[src/rtl/mc_ctrl_pkg.sv]
`default_nettype none
// ============================================================================
// Module      : mc_ctrl_pkg
// Description : Shared encodings for the multi-cycle RV32I control unit:
//               FSM states, opcodes, ALU operations and datapath mux selects.
// Revision    : 1.0 - initial release
// ============================================================================
package mc_ctrl_pkg;

    // Controller states, one per datapath micro-step
    typedef enum logic [3:0] {
        S_FETCH     = 4'd0,
        S_DECODE    = 4'd1,
        S_MEM_ADR   = 4'd2,
        S_MEM_READ  = 4'd3,
        S_MEM_WB    = 4'd4,
        S_MEM_WRITE = 4'd5,
        S_EXEC_R    = 4'd6,
        S_EXEC_I    = 4'd7,
        S_ALU_WB    = 4'd8,
        S_BRANCH    = 4'd9,
        S_JAL       = 4'd10,
        S_JALR      = 4'd11,
        S_JALR_PC   = 4'd12,
        S_LUI       = 4'd13
    } state_t;

    // Opcodes (instruction[6:0])
    localparam logic [6:0] C_OP_LOAD   = 7'b0000011;
    localparam logic [6:0] C_OP_STORE  = 7'b0100011;
    localparam logic [6:0] C_OP_RTYPE  = 7'b0110011;
    localparam logic [6:0] C_OP_ITYPE  = 7'b0010011;
    localparam logic [6:0] C_OP_BRANCH = 7'b1100011;
    localparam logic [6:0] C_OP_JAL    = 7'b1101111;
    localparam logic [6:0] C_OP_JALR   = 7'b1100111;
    localparam logic [6:0] C_OP_LUI    = 7'b0110111;

    // ALU operations
    localparam logic [2:0] C_ALU_ADD = 3'b000;
    localparam logic [2:0] C_ALU_SUB = 3'b001;
    localparam logic [2:0] C_ALU_AND = 3'b010;
    localparam logic [2:0] C_ALU_OR  = 3'b011;
    localparam logic [2:0] C_ALU_XOR = 3'b100;
    localparam logic [2:0] C_ALU_SLT = 3'b101;

    // Immediate formats
    localparam logic [2:0] C_IMM_I = 3'b000;
    localparam logic [2:0] C_IMM_S = 3'b001;
    localparam logic [2:0] C_IMM_B = 3'b010;
    localparam logic [2:0] C_IMM_J = 3'b011;
    localparam logic [2:0] C_IMM_U = 3'b100;

    // Result bus selects
    localparam logic [1:0] C_RES_ALUOUT  = 2'b00;
    localparam logic [1:0] C_RES_MEMDATA = 2'b01;
    localparam logic [1:0] C_RES_ALU     = 2'b10;
    localparam logic [1:0] C_RES_IMM     = 2'b11;

    // ALU A operand selects
    localparam logic [1:0] C_SRCA_PC    = 2'b00;
    localparam logic [1:0] C_SRCA_OLDPC = 2'b01;
    localparam logic [1:0] C_SRCA_REG   = 2'b10;

    // ALU B operand selects
    localparam logic [1:0] C_SRCB_REG  = 2'b00;
    localparam logic [1:0] C_SRCB_IMM  = 2'b01;
    localparam logic [1:0] C_SRCB_FOUR = 2'b10;

    // Immediate format implied by the opcode; formats without an immediate read as I
    function automatic logic [2:0] imm_src_of(input logic [6:0] op);
        logic [2:0] fmt;
        fmt = C_IMM_I;
        case (op)
            C_OP_STORE:  fmt = C_IMM_S;
            C_OP_BRANCH: fmt = C_IMM_B;
            C_OP_JAL:    fmt = C_IMM_J;
            C_OP_LUI:    fmt = C_IMM_U;
            default:     fmt = C_IMM_I;
        endcase
        return fmt;
    endfunction

endpackage
`default_nettype wire

[src/rtl/mc_alu_decoder.sv]
`default_nettype none
// ============================================================================
// Module      : mc_alu_decoder
// Description : Maps func3 / func7[5] to the ALU operation for register and
//               immediate arithmetic. Subtraction only exists for R-type.
// Revision    : 1.0 - initial release
// ============================================================================
module mc_alu_decoder
    import mc_ctrl_pkg::*;
(
    input  logic [2:0] func3_i,
    input  logic       func7_b5_i,
    input  logic       is_rtype_i,
    output logic [2:0] alu_control_o
);

    // func3 selects the operation; func7[5] turns add into sub for R-type only
    always_comb begin
        alu_control_o = C_ALU_ADD;
        case (func3_i)
            3'b000:  alu_control_o = (is_rtype_i && func7_b5_i) ? C_ALU_SUB : C_ALU_ADD;
            3'b111:  alu_control_o = C_ALU_AND;
            3'b110:  alu_control_o = C_ALU_OR;
            3'b100:  alu_control_o = C_ALU_XOR;
            3'b010:  alu_control_o = C_ALU_SLT;
            default: alu_control_o = C_ALU_ADD;
        endcase
    end

endmodule
`default_nettype wire

[src/rtl/mc_controller.sv]
`default_nettype none
// ============================================================================
// Module      : mc_controller
// Description : Moore control FSM for the multi-cycle RV32I datapath. Drives
//               all write strobes and mux selects from the current state.
// Revision    : 1.0 - initial release
// ============================================================================
module mc_controller
    import mc_ctrl_pkg::*;
(
    input  logic       clk,
    input  logic       rst,
    input  logic [6:0] op,
    input  logic [2:0] func3,
    input  logic [6:0] func7,
    input  logic       zero,
    input  logic       alu_sign,
    output logic       pc_write,
    output logic       adr_src,
    output logic       mem_write,
    output logic       ir_write,
    output logic       reg_write,
    output logic [1:0] result_src,
    output logic [1:0] alu_src_a,
    output logic [1:0] alu_src_b,
    output logic [2:0] alu_control,
    output logic [2:0] imm_src
);

    state_t     state_q;
    state_t     state_d;
    state_t     w_state;
    logic [2:0] w_alu_dec;
    logic       w_branch_take;
    logic       w_unused_func7;

    // Only func7[5] carries meaning for the supported instructions
    assign w_unused_func7 = ^{func7[6], func7[4:0]};

    // While reset is held the outputs present FETCH, whatever the register holds
    assign w_state = rst ? S_FETCH : state_q;

    mc_alu_decoder u_alu_decoder (
        .func3_i       (func3),
        .func7_b5_i    (func7[5]),
        .is_rtype_i    (state_q == S_EXEC_R),
        .alu_control_o (w_alu_dec)
    );

    // State register; reset may land mid-instruction and always restarts at FETCH
    always_ff @(posedge clk) begin
        if (rst) begin
            state_q <= S_FETCH;
        end else begin
            state_q <= state_d;
        end
    end

    // Next-state sequencing; DECODE dispatches on opcode, unknown opcodes act as NOP
    always_comb begin
        state_d = S_FETCH;
        case (state_q)
            S_FETCH:  state_d = S_DECODE;
            S_DECODE: begin
                case (op)
                    C_OP_LOAD, C_OP_STORE: state_d = S_MEM_ADR;
                    C_OP_RTYPE:            state_d = S_EXEC_R;
                    C_OP_ITYPE:            state_d = S_EXEC_I;
                    C_OP_BRANCH:           state_d = S_BRANCH;
                    C_OP_JAL:              state_d = S_JAL;
                    C_OP_JALR:             state_d = S_JALR;
                    C_OP_LUI:              state_d = S_LUI;
                    default:               state_d = S_FETCH;
                endcase
            end
            S_MEM_ADR:   state_d = (op == C_OP_LOAD) ? S_MEM_READ : S_MEM_WRITE;
            S_MEM_READ:  state_d = S_MEM_WB;
            S_EXEC_R:    state_d = S_ALU_WB;
            S_EXEC_I:    state_d = S_ALU_WB;
            S_JAL:       state_d = S_ALU_WB;
            S_JALR:      state_d = S_JALR_PC;
            default:     state_d = S_FETCH;
        endcase
    end

    // Branch condition from the flags of rs1 - rs2
    always_comb begin
        w_branch_take = 1'b0;
        case (func3)
            3'b000:  w_branch_take = zero;
            3'b001:  w_branch_take = !zero;
            3'b100:  w_branch_take = alu_sign;
            3'b101:  w_branch_take = !alu_sign;
            default: w_branch_take = 1'b0;
        endcase
    end

    // Moore output decode, with strobes suppressed for as long as reset is held
    always_comb begin
        pc_write    = 1'b0;
        adr_src     = 1'b0;
        mem_write   = 1'b0;
        ir_write    = 1'b0;
        reg_write   = 1'b0;
        result_src  = C_RES_ALUOUT;
        alu_src_a   = C_SRCA_PC;
        alu_src_b   = C_SRCB_REG;
        alu_control = C_ALU_ADD;
        imm_src     = imm_src_of(op);
        case (w_state)
            S_FETCH: begin
                ir_write   = 1'b1;
                pc_write   = 1'b1;
                alu_src_b  = C_SRCB_FOUR;
                result_src = C_RES_ALU;
                imm_src    = C_IMM_I;
            end
            S_DECODE: begin
                alu_src_a = C_SRCA_OLDPC;
                alu_src_b = C_SRCB_IMM;
            end
            S_MEM_ADR: begin
                alu_src_a = C_SRCA_REG;
                alu_src_b = C_SRCB_IMM;
            end
            S_MEM_READ: begin
                adr_src = 1'b1;
            end
            S_MEM_WB: begin
                result_src = C_RES_MEMDATA;
                reg_write  = 1'b1;
            end
            S_MEM_WRITE: begin
                adr_src   = 1'b1;
                mem_write = 1'b1;
            end
            S_EXEC_R: begin
                alu_src_a   = C_SRCA_REG;
                alu_src_b   = C_SRCB_REG;
                alu_control = w_alu_dec;
            end
            S_EXEC_I: begin
                alu_src_a   = C_SRCA_REG;
                alu_src_b   = C_SRCB_IMM;
                alu_control = w_alu_dec;
            end
            S_ALU_WB: begin
                reg_write = 1'b1;
            end
            S_BRANCH: begin
                alu_src_a   = C_SRCA_REG;
                alu_src_b   = C_SRCB_REG;
                alu_control = C_ALU_SUB;
                pc_write    = w_branch_take;
            end
            S_JAL: begin
                alu_src_a = C_SRCA_OLDPC;
                alu_src_b = C_SRCB_FOUR;
                pc_write  = 1'b1;
            end
            S_JALR: begin
                alu_src_a  = C_SRCA_OLDPC;
                alu_src_b  = C_SRCB_FOUR;
                result_src = C_RES_ALU;
                reg_write  = 1'b1;
            end
            S_JALR_PC: begin
                alu_src_a  = C_SRCA_REG;
                alu_src_b  = C_SRCB_IMM;
                result_src = C_RES_ALU;
                pc_write   = 1'b1;
            end
            S_LUI: begin
                result_src = C_RES_IMM;
                reg_write  = 1'b1;
            end
            default: begin
                pc_write = 1'b0;
            end
        endcase
        if (rst) begin
            pc_write  = 1'b0;
            ir_write  = 1'b0;
            mem_write = 1'b0;
            reg_write = 1'b0;
        end
    end

endmodule
`default_nettype wire
[config.mk]
export PLATFORM = sky130hd
export DESIGN_NAME = mc_controller
export DESIGN_NICKNAME = d
export VERILOG_FILES = /design/src/rtl/mc_ctrl_pkg.sv /design/src/rtl/mc_alu_decoder.sv /design/src/rtl/mc_controller.sv
export SDC_FILE = /design/constraint.sdc
export NUM_CORES = 1
export LEC_CHECK = 0
export CAP_MARGIN = 20
export CORE_AREA = 2 2 49 51
export CTS_CLUSTER_SIZE = 28
export DETAILED_ROUTE_END_ITERATION = 6
export DIE_AREA = 0 0 51 53
export DONT_BUFFER_PORTS = 1
export HOLD_SLACK_MARGIN = 0.1
export PLACE_DENSITY = 0.52
export SETUP_SLACK_MARGIN = 0.5
export SYNTH_ARGS = -nofsm -noshare
export SYNTH_HDL_FRONTEND = slang
export SYNTH_SLANG_ARGS = --single-unit
[constraint.sdc]
create_clock -name clk -period 2.7 [get_ports clk]
set_input_delay 0.675 -clock clk [delete_from_list [all_inputs] [get_ports clk]]
set_output_delay 0.675 -clock clk [all_outputs]
set_load 0.005 [all_outputs]
==> impl_metrics.toml <==
[critical_path]
rr_endpoint = "state_q[0]"
r2r_slack_ps = 1300
worstPathArrival_ps = 1410
r2r_cells = 3
cpMaxStageDelayCell = "dfxtp_2"
worstSetupPathType = "flop to primary output"
path_max_fanout = 11
endpoint_kind = "primary output"
cpLargestDelayFamily = "flip-flops"
crit_required_ps = 2030
slowest_delay_ps = 440
crit_chain = "buf_4 > xor2_1 > a21oi_1 > o32ai_2"
r2r_start = "state_q[3]"
start_kind = "flop"
cp.buffers_inverters = 1

[die]
rows = 17
fp.dieW_um = 51
die_y_um = 53
start_util_pct = 33.2
coreArea_mm2 = 0.00215
dieArea_mm2 = 0.00270
ios = 38

[synthesis]
seq_area_frac_synth_pct = 11.2
syn_avg_cell_area_um2 = 6.79
synth_flop_cell = "dfxtp_1"
synth_edf_count = 0
synth_most_common_cell = "nor3_1"
synth_top_area_share_pct = 11.2
netlist.top_cell.by_area = "dfxtp_1"
ys_top_cells_by_area = "dfxtp_1, nor3_1, nor2b_1"
synth_cell_types = 43
synthCells = 105
yosys_warnings = 0
synth_fp_nets = 126
async_reset_ff_share_pct = 0
synth_area_um2 = 713
ys_ff_latch = 4
synthTopCellsByCount = "nor3_1, nor2_1, nand2_1, nor2b_1"

[place]
place.gp.congestion = 0.790
dp_hpwl_um = 1400
portBuffers = 0

[timing]
tightest_slew_ps = 377
timing.fmax_mhz = 480
finalSetupViolCount = 0
finalMaxSlewViolations = 0
grt_setup_unrepaired = "false"
fin_crit_ps = 2080
timing.slew.headroom_pct = 74.5
finClkSkew_ps = 1.44
hold_violations = 0
tns_ps = 0
finalCritPeriodShare_pct = 77.2

[worst_hold_path]
hp-start = "op[5]"
holdPathStages = 2
hold_end = "state_q[3]"
hp-class = "input port to flop"

[drt]
final_antenna_net_count = 0
wire_per_inst_um = 14.9
num_vias = 762
wl_um = 1920
drt_pass1_iterations = 4
via_per_inst = 5.91
drt_iter0_drc = 29
drc = 0

[clock_network]
clock-sinks = 4
clk_pin_slew_ps = 40
insertion_delay_ps = 230
cts_root_buffer = "clkbuf_4"
cts_tree = "done"
htree_levels = 1
clk_path_buf_depth = 2
cts_buffers = 3
post_cts_buffers = 0
holdBufCountCts = 0

[finish]
largest_register = "state_q"
layout-drive-gt1-share_pct = 14.9
multiInputGateArea_um2 = 579
top_regs = "state_q x4"
fillers = 242
antenna_cells = 0
area_delta_synth_final_pct = 7.72
seq_area_um2 = 90.1
largest_register_ffs = 4
finish.net_count = 124

[run]
cap_violations = 0

[global_routing]
grt_pass1_vias = 711
antenna_found_initial = 0
overflow = 0
track_usage_pct = 15.2
grt_first_pass_wirelength_um = 3150
grt_max_degree = 21

[power_and_ir_drop]
p_total_uw = 190
power.leakage_nw = 0.266
powerDensity_mw_per_mm2 = 248
ir_drop_mv = 0.117

[run_status]
outcome = "completed"
## cell usage in the layout, fill, tap and decap left out, drive strengths merged, types with 3 or more instances in the layout
master  instances
nand2           6
o21ai           3
nor2            7
nor2b           6
xor2            4
nor3            8
a21oi           5
clkbuf          3
dfxtp           4
and3            4
buf             4
xnor2           4
inv             3
nand4           3
## metal layers
metal / vias up / wire (µm) / track usage (%)
met5: - / 0 / 0
met4: 0 / 0 / 7.21
met3: 0 / 128 / 3.67
met2: 24 / 947 / 27.1
met1: 354 / 840 / 16.9
li1: 384 / - / -
## worst reg2reg max path: cells and delay by family, from the launching register on
family | cells | cell delay [ps]
AND/OR/NAND/NOR | 2 | 830
AO/OA/AOI/OAI | 1 | 110
flip-flops | 1 | 370
## kinds of logic after synthesis
logic type	Yosys count	share of synthesized area, %
simple gates	54	44.4
compound gates	23	22.5
flops	4	11.2
xor+xnor	8	9.82
buf+inv	14	9.30
mux	2	2.81
## per-stage QoR
stage               cells  setup WS [ps]  util (%)  area, µm²  hold slack (ps)
floorplan             105            549         -        713              587
global placement      126            533      33.7        723              767
detailed placement    126            512      33.7        723              765
CTS                   129            532      35.2        756              580
global route          129            505      35.8        768              595
finish                129            616      35.8        768              589
## worst max-delay path by stage
stage	startpoint	endpoint	slack, ps	cells past startpoint
after CTS	state_q[3]	imm_src[0]	530	3
after floorplan	op[5]	imm_src[0]	550	4
final	state_q[2]	pc_write	620	4
after global placement	state_q[1]	imm_src[0]	530	3
after global routing	state_q[2]	reg_write	510	3
after detailed placement	state_q[1]	imm_src[0]	510	3
## final cells by class
type	instances	share of cell area (%)
well taps	28	4.56
multi-input cells	87	75.4
inverters	3	1.47
repair buffers	4	3.91
flip-flops and latches	4	11.7
clock buffers	3	2.93
## repair_timing
action	in CTS	in global routing
gates cloned	0	0
resized for setup	6	2
endpoints found under the setup margin	10	4
## where the power goes
part	internal [mW]	switching, mW	total (mW)
clock	0.0496	0.0222	0.0718
combinational	0.0266	0.0236	0.0502
sequential	0.0603	0.00812	0.0684
Power figures use the tool's default switching activity.
